### config.mk
export PLATFORM = sky130hd
export DESIGN_NAME = instr_fetch_unit
export DESIGN_NICKNAME = d
export VERILOG_FILES = /design/src/rtl/instr_fetch_unit.sv
export SDC_FILE = /design/constraint.sdc
export NUM_CORES = 1
export LEC_CHECK = 0
export CORE_ASPECT_RATIO = 0.75
export CORE_UTILIZATION = 30
export DETAILED_ROUTE_END_ITERATION = 7
export DONT_BUFFER_PORTS = 1
export GPL_TIMING_DRIVEN = 1
export PLACE_DENSITY = 0.45
export SKIP_CTS_REPAIR_TIMING = 1
export SYNTH_ARGS = -nofsm -noshare
export SYNTH_HDL_FRONTEND = slang
export SYNTH_SLANG_ARGS = --single-unit
### constraint.sdc
create_clock -name clock -period 1.85 [get_ports clock]
set_clock_uncertainty 0.1 [all_clocks]
set_input_delay 0.185 -clock clock [delete_from_list [all_inputs] [get_ports clock]]
set_output_delay 0.185 -clock clock [all_outputs]
set_load 0.005 [all_outputs]
### src/rtl/instr_fetch_unit.sv
// Instruction fetch unit: fetches 1- or 2-byte instructions from a 1-cycle synchronous ROM
// and presents them over valid/ready. Optional macro IFU_PERF_CNT_EN adds instr_count.
module instr_fetch_unit #(
    parameter int                ADDR_W      = 8,
    parameter int                DATA_W      = 8,
    parameter logic [ADDR_W-1:0] RESET_PC    = '0,
    parameter logic [DATA_W-1:0] IMM_OPCODE  = 8'h1F,
    parameter logic [DATA_W-1:0] HALT_OPCODE = 8'h20
) (
    input  logic              clock,
    input  logic              reset_n,
    output logic [ADDR_W-1:0] rom_addr,
    input  logic [DATA_W-1:0] rom_q,
    input  logic              jump_en,
    input  logic [ADDR_W-1:0] jump_target,
    output logic              out_valid,
    input  logic              out_ready,
    output logic [DATA_W-1:0] instr_opcode,
    output logic [DATA_W-1:0] instr_imm,
    output logic              instr_has_imm,
    output logic [ADDR_W-1:0] instr_pc,
    output logic              halted,
`ifdef IFU_PERF_CNT_EN
    output logic [15:0]       instr_count,
`endif
    output logic [2:0]        dbg_state
);

    // Handshake: an instruction transfers on a rising edge with out_valid && out_ready.
    // While out_valid is high the instr_* outputs are stable; only jump_en or reset drops it early.
    typedef enum logic [2:0] {
        S_FETCH_OP  = 3'd0,
        S_LATCH_OP  = 3'd1,
        S_FETCH_IMM = 3'd2,
        S_LATCH_IMM = 3'd3,
        S_PRESENT   = 3'd4,
        S_HALT      = 3'd5
    } state_t;

    state_t              r_state,     w_state;
    logic [ADDR_W-1:0]   r_pc,        w_pc;
    logic                r_out_valid, w_out_valid;
    logic [DATA_W-1:0]   r_opcode,    w_opcode;
    logic [DATA_W-1:0]   r_imm,       w_imm;
    logic                r_has_imm,   w_has_imm;
    logic [ADDR_W-1:0]   r_instr_pc,  w_instr_pc;
    logic                r_halted,    w_halted;
    logic                w_hs;

    assign w_hs = r_out_valid && out_ready;

    always_ff @(posedge clock or negedge reset_n) begin
        if (!reset_n) begin
            r_state     <= S_FETCH_OP;
            r_pc        <= RESET_PC;
            r_out_valid <= 1'b0;
            r_opcode    <= '0;
            r_imm       <= '0;
            r_has_imm   <= 1'b0;
            r_instr_pc  <= '0;
            r_halted    <= 1'b0;
        end else begin
            r_state     <= w_state;
            r_pc        <= w_pc;
            r_out_valid <= w_out_valid;
            r_opcode    <= w_opcode;
            r_imm       <= w_imm;
            r_has_imm   <= w_has_imm;
            r_instr_pc  <= w_instr_pc;
            r_halted    <= w_halted;
        end
    end

    always_comb begin
        w_state     = r_state;
        w_pc        = r_pc;
        w_out_valid = r_out_valid;
        w_opcode    = r_opcode;
        w_imm       = r_imm;
        w_has_imm   = r_has_imm;
        w_instr_pc  = r_instr_pc;
        w_halted    = r_halted;
        // A redirect overrides everything, including a coincident halt handshake.
        if (jump_en) begin
            w_state     = S_FETCH_OP;
            w_pc        = jump_target;
            w_out_valid = 1'b0;
            w_halted    = 1'b0;
        end else begin
            case (r_state)
                S_FETCH_OP: w_state = S_LATCH_OP;
                S_LATCH_OP: begin
                    w_opcode   = rom_q;
                    w_instr_pc = r_pc;
                    w_pc       = r_pc + ADDR_W'(1);
                    if (rom_q == IMM_OPCODE) begin
                        w_state = S_FETCH_IMM;
                    end else begin
                        w_imm       = '0;
                        w_has_imm   = 1'b0;
                        w_state     = S_PRESENT;
                        w_out_valid = 1'b1;
                    end
                end
                S_FETCH_IMM: w_state = S_LATCH_IMM;
                S_LATCH_IMM: begin
                    w_imm       = rom_q;
                    w_has_imm   = 1'b1;
                    w_pc        = r_pc + ADDR_W'(1);
                    w_state     = S_PRESENT;
                    w_out_valid = 1'b1;
                end
                S_PRESENT: begin
                    if (w_hs) begin
                        w_out_valid = 1'b0;
                        if (r_opcode == HALT_OPCODE) begin
                            w_state  = S_HALT;
                            w_halted = 1'b1;
                        end else begin
                            w_state = S_FETCH_OP;
                        end
                    end
                end
                S_HALT:  w_state = S_HALT;
                default: w_state = S_FETCH_OP;
            endcase
        end
    end

`ifdef IFU_PERF_CNT_EN
    logic [15:0] r_instr_count;

    // Saturating count of accepted instructions; survives redirects.
    always_ff @(posedge clock or negedge reset_n) begin
        if (!reset_n) begin
            r_instr_count <= '0;
        end else if (w_hs && (r_instr_count != 16'hFFFF)) begin
            r_instr_count <= r_instr_count + 16'd1;
        end
    end

    assign instr_count = r_instr_count;
`endif

    assign rom_addr      = r_pc;
    assign out_valid     = r_out_valid;
    assign instr_opcode  = r_opcode;
    assign instr_imm     = r_imm;
    assign instr_has_imm = r_has_imm;
    assign instr_pc      = r_instr_pc;
    assign halted        = r_halted;
    assign dbg_state     = r_state;

endmodule

==> qor.csv, run 1 <==
stage,metric,value,unit
pwr,Pwr Density,1080,mW/mm^2
grt,initial antenna violation count,0,
setup_path,Buf/Inv on CP,1,
setup_path,critical path's largest stage delay,410,ps
yosys,asr flop ratio synth,100,%
yosys,post-synth cell types,43,
timing,Tmin final,1730,ps
finish,Filler cells,520,
detailed_routing,Post-DRT Antenna Nets,0,
pwr,Pwr Total,2330,uW
die,die width,89.6,um
setup_path,Crit path depth,4,
yosys,"top cells by count, synth","dfrtp_1, mux2_2, a22o_1",
detailed_routing,vias,1267,
setup_path,Worst Setup End Kind,flop,
grt,largest net degree at the start of global routing,39,
cts,htree depth,2,
detailed_routing,# DRC,0,
setup_path,Worst R2R Setup Slack,120,ps
setup_path,worst-path cell chain,"nor4b_1, buf_4, a41oi_1, a2111oi_0",
finish,share of cells above drive strength 1,23.6,%
die,Ports,58,
pwr,maximum VDD drop,0.494,mV
setup_path,CP required,1890,ps
placement,GPL Wtd Cong,0.860,
placement,I/O Buffers,0,
setup_path,crit start category,flop,
yosys,Post-Syn Nets,158,
cts,clk sink count,38,
finish,nets,187,
timing,Max-slew headroom,66.2,%
setup_path,Max Fanout on Critical Path,3,
cts,CTS tree,done,
pwr,P_leak,0.000906,uW
yosys,top post-synthesis cells by area,"dfrtp_1, mux2_2, a22o_1",
die,Initial Util,31.7,%
setup_path,CP max stage cell,dfrtp_1,
setup_path,Worst Reg-to-Reg Cells,4,
die,die area,0.00607,sq mm
yosys,number of warnings issued by yosys,0,
outcome,failing checks,negative hold slack,
detailed_routing,wire length per cell,18.4,um
setup_path,destination of the critical timing path,dbg_state[0],
min_path,Min-Delay Path Class,in -> reg,
timing,final worst path period share,93.6,%
grt,first-pass GRT wire length,6160,um
timing,RSZ-0062 raised after global routing,no,
yosys,main flop type after synthesis,dfrtp_1,
timing,fmax,577,MHz
placement,DP HPWL,2970,um
die,Die H,67.7,um
outcome,status,"finished, violations left",
finish,post-layout utilization of the core,39.6,%
timing,Hold Fails Final Rpt,2,
finish,area grow syn2layout,24.7,%
yosys,Cells after Synth,137,
yosys,Synth top area share,55.1,%
detailed_routing,Initial DRC Count,81,
yosys,"Seq/Total Area, Yosys",55.1,%
cts,CTS Buf Count,5,
finish,ANT cells,0,
flow_run,Max-Cap Viols,0,
grt,number of global-route vias before repair,1167,
timing,# setup viols final,0,
setup_path,Critical Path AT,1770,ps
die,Core Footprint,0.00544,sq mm
cts,Worst-Skew Late Latency,290,ps
setup_path,Worst R2R End,dbg_state[0],
setup_path,Critical Path Source,instr_opcode[4],
min_path,hold path depth,2,
timing,pins over their slew limit,0,
yosys,"EDFF count, synth",0,
yosys,Netlist Area Pre-Place,0.00173,sq mm
detailed_routing,Via density,5.28,
grt,GRT overflow,0,
setup_path,RR Startpoint,instr_opcode[4],
die,# rows,23,
detailed_routing,Pre-antenna DRT Iters,4,
timing,Min Hold Slack,-12.4,ps
yosys,Synth Register Bits,38,
timing,Least-Margin Pin Slew,506,ps
cts,clock-pin slew on the worst setup and hold paths,80,ps
setup_path,Crit Path Class,reg -> reg,
cts,CTS Buffer Depth,2,
detailed_routing,DRT Wirelength,4420,um
yosys,Avg Inst Size Synth,12.6,sq um
grt,GR Util All Layers,14.3,%
timing,TNS Setup,0,ps
cts,Clock Tree Root,clkbuf_8,
yosys,"count leader, synth",dfrtp_1,
setup_path,Crit path max-delay family,compound AO/OA/AOI/OAI gates,
yosys,post-synth top area cell,dfrtp_1,
-- cell families (layout without fill, tap and decap cells) --
family | count (synthesis) | after routing | synth area share (%)
AND/OR/NAND/NOR | 37 | 37 | 14.4
AO/OA/AOI/OAI | 29 | 29 | 13.8
buffers and inverters | 13 | 41 | 3.91
adder cells (fa/ha/maj) | 1 | 1 | 0.725
multiplexers | 17 | 17 | 11.0
XOR/XNOR | 2 | 2 | 1.01
flip-flops | 38 | 38 | 55.1
-- cell type report --
class	instances	area [sq um]	area share, %
sequential	38	951	44.2
timing repair buffer	29	295	13.7
clock buffer	6	82.6	3.83
multi-input combinational	86	708	32.9
tap	75	93.8	4.36
inverter	6	22.5	1.05
-- worst reg2reg max path, stage by stage (launching register included) --
cell and delay [ps]:
dfrtp_1 410, nor4b_1 410, buf_4 200, a41oi_1 110, a2111oi_0 350
-- layer usage --
layer | global-route usage, % | routed length [um] | up-vias
li1 | - | - | 568
met2 | 21.5 | 2150 | 35
met4 | 5.56 | 61 | 0
met1 | 18.6 | 1940 | 657
met5 | 0 | 0 | -
met3 | 5.26 | 269 | 7
-- how the worst min path moves through the flow --
stage	from	endpoint	slack, ps
global route	jump_en	rom_addr[6]	3
finish	jump_en	rom_addr[4]	-10
detailed placement	reset_n	instr_has_imm	-210
floorplan	reset_n	dbg_state[0]	-210
global placement	reset_n	instr_has_imm	-210
CTS	reset_n	rom_addr[4]	-530
-- sequential cells by signal, summed over array words and instances, names as in the netlist --
signal and flops:
halted 1, instr_opcode 8, instr_has_imm 1, instr_imm 8
out_valid 1, dbg_state 3, rom_addr 8, instr_pc 8
-- per-stage QoR --
step                setup WS, ps  cells  cell area (sq um)  hold WS (ps)
finish                       118    240               2150         -12.4
global route                45.6    240               2150          3.09
floorplan                    104    137               1730          -211
global placement             206    215               1860          -210
CTS                          130    221               1950          -528
detailed placement           156    215               1860          -210
-- where the power goes --
group / leakage (uW) / switching (uW) / internal (uW)
clock: 0.0000431 / 279 / 288
combinational: 0.000386 / 194 / 297
sequential: 0.000477 / 230 / 1040
total: 0.000906 / 703 / 1630
-- placed cells by master (no fill, tap or decap), types with 2 or more instances in the layout --
master / n
dfrtp_1: 38
dlygate4sd3_1: 18
mux2_2: 15
buf_4: 9
a22o_1: 8
nand2_1: 7
inv_1: 6
clkbuf_8: 6
or4_1: 4
nand3_1: 4
o21ai_0: 4
nand4_1: 3
o211ai_1: 3
nor2_1: 3
nand3b_1: 2
nor4b_1: 2
a41oi_1: 2
a21oi_1: 2
o41ai_1: 2
a31oi_1: 2
No activity file was read; power rests on OpenSTA's default activity.
==> inputs of run 2 (changes only) <==
==> constraint.sdc (replaced) <==
create_clock -name clock -period 1.85 [get_ports clock]
set_clock_uncertainty 0.1 [all_clocks]
set_input_delay 0 -clock clock [delete_from_list [all_inputs] [get_ports clock]]
set_output_delay 0 -clock clock [all_outputs]
set_load 0.005 [all_outputs]
==> qor.csv, run 2 (synthesis gave the netlist of run 1 again) <==
stage,metric,value,unit,change
outcome,status,"finished, violations left",,
outcome,failing checks,negative hold slack,,
setup_path,Buf/Inv on CP,1,,unchanged
finish,share of cells above drive strength 1,23.5,%,-0.14 points
finish,"most common cell after layout, fill and taps aside",dfrtp_1,,
timing,# setup viols final,0,,unchanged
die,Ports,58,,unchanged
grt,GRT overflow,0,,unchanged
die,Core Footprint,0.00544,sq mm,unchanged
timing,RSZ-0062 raised after global routing,no,,
min_path,Min-Delay Path Class,in -> reg,,
grt,first-pass GRT wire length,6160,um,unchanged
placement,GPL Wtd Cong,0.860,,unchanged
detailed_routing,Via density,5.31,,+0.53%
timing,pins over their slew limit,0,,unchanged
setup_path,CP required,1890,ps,about the same
setup_path,RR Startpoint,instr_opcode[4],,
detailed_routing,vias,1279,,+0.95%
setup_path,critical path's largest stage delay,410,ps,about the same
grt,initial antenna violation count,0,,unchanged
cts,CTS Buffer Depth,2,,unchanged
die,# rows,23,,unchanged
setup_path,CP max stage cell,dfrtp_1,,
die,Die H,67.7,um,unchanged
pwr,P_leak,0.000911,uW,+0.46%
cts,htree depth,2,,unchanged
min_path,hold worst-path end,dbg_state[1],,
timing,Hold Fails Final Rpt,1,,-1
finish,Multi-input gate area,708,sq um,unchanged
finish,ANT cells,0,,unchanged
min_path,hold path depth,3,,+1
timing,final worst path period share,94.0,%,+0.37 points
finish,nets,188,,+0.53%
cts,clk sink count,38,,unchanged
setup_path,Crit path max-delay family,compound AO/OA/AOI/OAI gates,,
cts,clock-pin slew on the worst setup and hold paths,70,ps,about the same
flow_run,Max-Cap Viols,0,,unchanged
setup_path,Max Fanout on Critical Path,3,,unchanged
finish,FF/Latch Area,951,sq um,unchanged
setup_path,Worst R2R End,dbg_state[0],,
finish,Finished Layout Cells,241,,+0.42%
min_path,hold path start,rom_q[2],,
finish,Filler cells,518,,-0.38%
placement,I/O Buffers,0,,unchanged
grt,GR Util All Layers,14.3,%,unchanged
cts,CTS tree,done,,
cts,Worst-Skew Late Latency,290,ps,about the same
placement,post-place instance area,0.00186,sq mm,unchanged
setup_path,worst-path cell chain,"nor4b_1, buf_4, a41oi_1, a2111oi_0",,
cts,Clock Tree Root,clkbuf_8,,
setup_path,Worst Reg-to-Reg Cells,4,,unchanged
timing,Min Hold Slack,-0.618,ps,+11.7 ps
detailed_routing,DRT Wirelength,4400,um,-0.52%
timing,TNS Setup,0,ps,unchanged
pwr,Pwr Density,1080,mW/mm^2,-0.36%
pwr,maximum VDD drop,0.493,mV,-0.17%
placement,DP HPWL,2970,um,unchanged
setup_path,Worst R2R Setup Slack,110,ps,about the same
detailed_routing,Initial DRC Count,81,,unchanged
setup_path,crit start category,flop,,
grt,largest net degree at the start of global routing,39,,unchanged
finish,area grow syn2layout,25.3,%,
die,Initial Util,31.7,%,unchanged
placement,Cells after DPL,215,,unchanged
timing,Least-Margin Pin Slew,657,ps,+152 ps
detailed_routing,Post-DRT Antenna Nets,0,,unchanged
timing,Tmin final,1740,ps,+6.90 ps
setup_path,Critical Path AT,1780,ps,about the same
die,die width,89.6,um,unchanged
finish,fin area,0.00216,sq mm,+0.46%
grt,number of global-route vias before repair,1167,,unchanged
detailed_routing,# DRC,0,,unchanged
setup_path,Worst Setup End Kind,flop,,
cts,CTS Buf Count,5,,unchanged
timing,fmax,575,MHz,-0.40%
timing,Max-slew headroom,56.0,%,-10 points
detailed_routing,Pre-antenna DRT Iters,4,,unchanged
detailed_routing,wire length per cell,18.2,um,-0.93%
die,die area,0.00607,sq mm,unchanged
setup_path,Crit Path Class,reg -> reg,,
finish,"commonest cells after routing, fill and taps aside","dfrtp_1, dlygate4sd3_1, mux2_2",,
## run 2: cell types whose count changed in the layout (fill, tap and decap cells not counted)
cell / delta
dlygate4sd3_1: +1
## run 2: stage by stage
stage	util (%)	setup WS [ps]	power, uW
after floorplan	-	104	1560
after global placement	34.3	206	1700
after detailed placement	34.3	156	1720
after CTS	35.8	130	2310
after global routing	39.8	38.7	2500
final	39.8	111	2330
## run 2: worst max-delay path by stage
stage               slack [ps]         endpoint  depth (start not counted)            start
floorplan                  100  instr_opcode[0]                          6     dbg_state[2]
global placement           210      rom_addr[7]                          4     dbg_state[0]
detailed placement         160     dbg_state[0]                          4  instr_opcode[4]
CTS                        130     dbg_state[0]                          4  instr_opcode[4]
global route                40      rom_addr[7]                          4     dbg_state[0]
finish                     110     dbg_state[0]                          4  instr_opcode[4]
## run 2: power breakdown
part           internal (uW)  switching [uW]
sequential              1040             230
clock                    287             274
combinational            298             200
## run 2: per-layer routing
layer	GRT usage, %	up-vias	wire [um]
li1	-	572	-
met1	18.6	650	1920
met5	0	-	0
met4	5.56	0	61
met2	21.5	50	2080
met3	5.26	7	332
## run 2: worst min-delay path: stages
cell	delay [ps]
and4b_1	190
nand4_1	90
a211oi_1	60
## run 2: area by class of cell
cell class                      instances  share of cell area (%)
Sequential cell                        38                    44.0
Multi-Input combinational cell         86                    32.7
Timing Repair Buffer                   30                    14.1
Tap cell                               75                    4.34
Clock buffer                            6                    3.82
Inverter                                6                    1.04
==> inputs of run 3 (changes only) <==
--- a/config.mk
+++ b/config.mk
@@ -5,6 +5,7 @@
 export SDC_FILE = /design/constraint.sdc
 export NUM_CORES = 1
 export LEC_CHECK = 0
+export ABC_AREA = 1
 export CORE_ASPECT_RATIO = 0.75
 export CORE_UTILIZATION = 30
 export DETAILED_ROUTE_END_ITERATION = 7
==> qor.csv, run 3 <==
stage,metric,value,unit,change
outcome,status,finished clean,,
min_path,hold path depth,6,,+3
timing,RSZ-0062 raised after global routing,no,,
cts,CTS Buffer Depth,2,,unchanged
timing,Max-slew headroom,72.8,%,+17 points
grt,initial antenna violation count,0,,unchanged
setup_path,Max Fanout on Critical Path,32,,+29
finish,"commonest cells after routing, fill and taps aside","nand2_1, dfrtp_1, inv_1",,
detailed_routing,# DRC,0,,unchanged
placement,I/O Buffers,0,,unchanged
detailed_routing,wire length per cell,14.0,um,-23%
cts,htree depth,2,,unchanged
yosys,Cells after Synth,219,,+60%
detailed_routing,Post-DRT Antenna Nets,0,,unchanged
finish,ANT cells,0,,unchanged
pwr,net switching power,1150,uW,+63%
min_path,Min-Delay Path Class,in -> reg,,
detailed_routing,Initial DRC Count,73,,-9.9%
setup_path,worst-path cell chain,"inv_2, nand2_4, nor2_4, nand2_4, nor2_1, o21ai_0, nand2_1",,
cts,Clock Tree Root,clkbuf_8,,
setup_path,Crit Path Class,reg -> reg,,
timing,final worst path period share,81.0,%,-13 points
setup_path,critical path's largest stage delay,410,ps,about the same
setup_path,Critical Path Source,dbg_state[2],,
placement,"worst slack, placed",357,ps,+201 ps
setup_path,"Top cell by count, worst path",nand2_4,,
placement,DP HPWL,3210,um,+7.8%
yosys,Avg Inst Size Synth,8.42,sq um,-33%
timing,fmax,667,MHz,+16%
setup_path,CP max stage cell,dfrtp_1,,
placement,GPL Wtd Cong,0.785,,-8.7%
yosys,"EDFF count, synth",0,,unchanged
pwr,Net Sw Frac,40.3,%,+10 points
finish,nets,264,,+40%
die,Initial Util,31.5,%,-0.27 points
placement,Cells after DPL,294,,+37%
min_path,hold path start,rom_q[3],,
setup_path,Worst Reg-to-Reg Cells,7,,+3
finish,"most common cell after layout, fill and taps aside",nand2_1,,
detailed_routing,Via density,4.50,,-15%
detailed_routing,vias,1448,,+13%
yosys,Synth Register Bits,38,,unchanged
pwr,Seq pwr share,47.0,%,-7.6 points
cts,Worst-Skew Late Latency,300,ps,about the same
timing,Tmin final,1500,ps,-240 ps
cts,clk sink count,38,,unchanged
cts,CTS tree,done,,
finish,share of cells above drive strength 1,13.5,%,-10 points
timing,Least-Margin Pin Slew,407,ps,-250 ps
yosys,main flop type after synthesis,dfrtp_1,,
yosys,Synth top area share,51.6,%,-3.5 points
pwr,Pwr Total,2850,uW,+22%
yosys,top post-synthesis cells by area,"dfrtp_1, nand2_1, o21ai_2",,
die,Die H,69.9,um,+3.2%
flow_run,Max-Cap Viols,0,,unchanged
grt,number of global-route vias before repair,1306,,+12%
setup_path,Crit path max-delay family,simple AND/OR/NAND/NOR gates,,
setup_path,crit start category,flop,,
timing,Setup WS post-layout,351,ps,+240 ps
finish,Multi-input gate area,733,sq um,+3.5%
setup_path,Crit path depth,7,,+3
setup_path,CP required,1940,ps,+50 ps
finish,Filler cells,621,,+20%
pwr,P_leak,0.00111,uW,+21%
yosys,post-synth cell types,24,,-44%
detailed_routing,Pre-antenna DRT Iters,4,,unchanged
grt,largest net degree at the start of global routing,39,,unchanged
die,die width,92.5,um,+3.2%
setup_path,Critical Path AT,1590,ps,-190 ps
yosys,Post-Syn Nets,240,,+52%
pwr,Comb pwr share,31.2,%,+9.8 points
cts,clock-pin slew on the worst setup and hold paths,80,ps,about the same
setup_path,Worst Setup End Kind,flop,,
timing,pins over their slew limit,0,,unchanged
setup_path,Buf/Inv on CP,1,,unchanged
pwr,Internal,1700,uW,+4.4%
timing,Min Hold Slack,12.2,ps,+12.8 ps
yosys,number of warnings issued by yosys,0,,unchanged
cts,CTS Buf Count,5,,unchanged
die,die area,0.00646,sq mm,+6.6%
yosys,"top cells by count, synth","nand2_1, dfrtp_1, inv_1",,
finish,Finished Layout Cells,322,,+34%
timing,TNS Setup,0,ps,unchanged
pwr,maximum VDD drop,0.395,mV,-20%
timing,# setup viols final,0,,unchanged
pwr,Pwr Density,1280,mW/mm^2,+19%
yosys,"Seq/Total Area, Yosys",51.6,%,-3.5 points
pwr,clock share of power,21.7,%,-2.4 points
timing,Hold Fails Final Rpt,0,,-1
die,Ports,58,,unchanged
grt,first-pass GRT wire length,7080,um,+15%
detailed_routing,DRT Wirelength,4500,um,+2.3%
yosys,asr flop ratio synth,100,%,unchanged
finish,FF/Latch Area,951,sq um,unchanged
grt,GRT overflow,0,,unchanged
setup_path,RR Startpoint,dbg_state[2],,
finish,area grow syn2layout,20.6,%,
yosys,Netlist Area Pre-Place,0.00184,sq mm,+6.7%
yosys,post-synth top area cell,dfrtp_1,,
die,# rows,24,,+4.3%
die,Core Footprint,0.00586,sq mm,+7.7%
yosys,"count leader, synth",nand2_1,,
grt,GR Util All Layers,14.5,%,+0.18 points
## run 3: layout make-up
cell class	instances	area share, %
clock buffer	6	3.72
clock inverter	2	0.563
inverter	32	5.41
multi-input combinational	145	33.0
sequential	38	42.8
tap	78	4.39
timing repair buffer	21	10.1
## run 3: worst reg2reg max path: stages, from the launching register on
cell,delay (ps)
dfrtp_1,410
inv_2,80
nand2_4,110
nor2_4,50
nand2_4,320
nor2_1,90
o21ai_0,170
nand2_1,60
## run 3: power groups by stage
stage | clock network [uW] | logic (uW) | registers [uW]
floorplan | 0 | 737 | 1280
global placement | 0 | 847 | 1370
detailed placement | 0 | 839 | 1360
CTS | 642 | 841 | 1350
global route | 670 | 1030 | 1380
finish | 619 | 889 | 1340
## run 3: routing by layer
| metal | GRT usage [%] | wire length, um |
|---|---|---|
| met1 | 20.6 | 2200 |
| met4 | 5.73 | 68 |
| met5 | 0 | 0 |
| met2 | 19.3 | 1880 |
| met3 | 5.66 | 354 |
## run 3: path summary, 6_finish.rpt
kind / endpoint / slack [ps]
setup / recovery: out_valid / 350
hold / removal: out_valid / 10
setup reg to reg: out_valid / 350
hold reg to reg: instr_has_imm / 410
max in group asynchronous: rom_addr[3] / 1340
min in group asynchronous: instr_has_imm / 110
## run 3: stage by stage
stage / area, sq um / util [%]
6_report: 2220 / 37.9
3_5_place_dp: 1910 / 32.6
3_3_place_gp: 1910 / 32.6
2_1_floorplan: 1840 / -
4_1_cts: 2000 / 34.2
5_1_grt: 2220 / 37.9
## run 3: logic make-up (layout without fill, tap and decap cells)
logic type | count (synthesis) | after routing | share of synthesized area [%]
compound gates | 37 | 37 | 14.2
simple gates | 106 | 106 | 24.4
buf+inv | 36 | 61 | 8.62
xor+xnor | 1 | 1 | 0.475
flops | 38 | 38 | 51.6
fa+ha+maj | 1 | 1 | 0.679
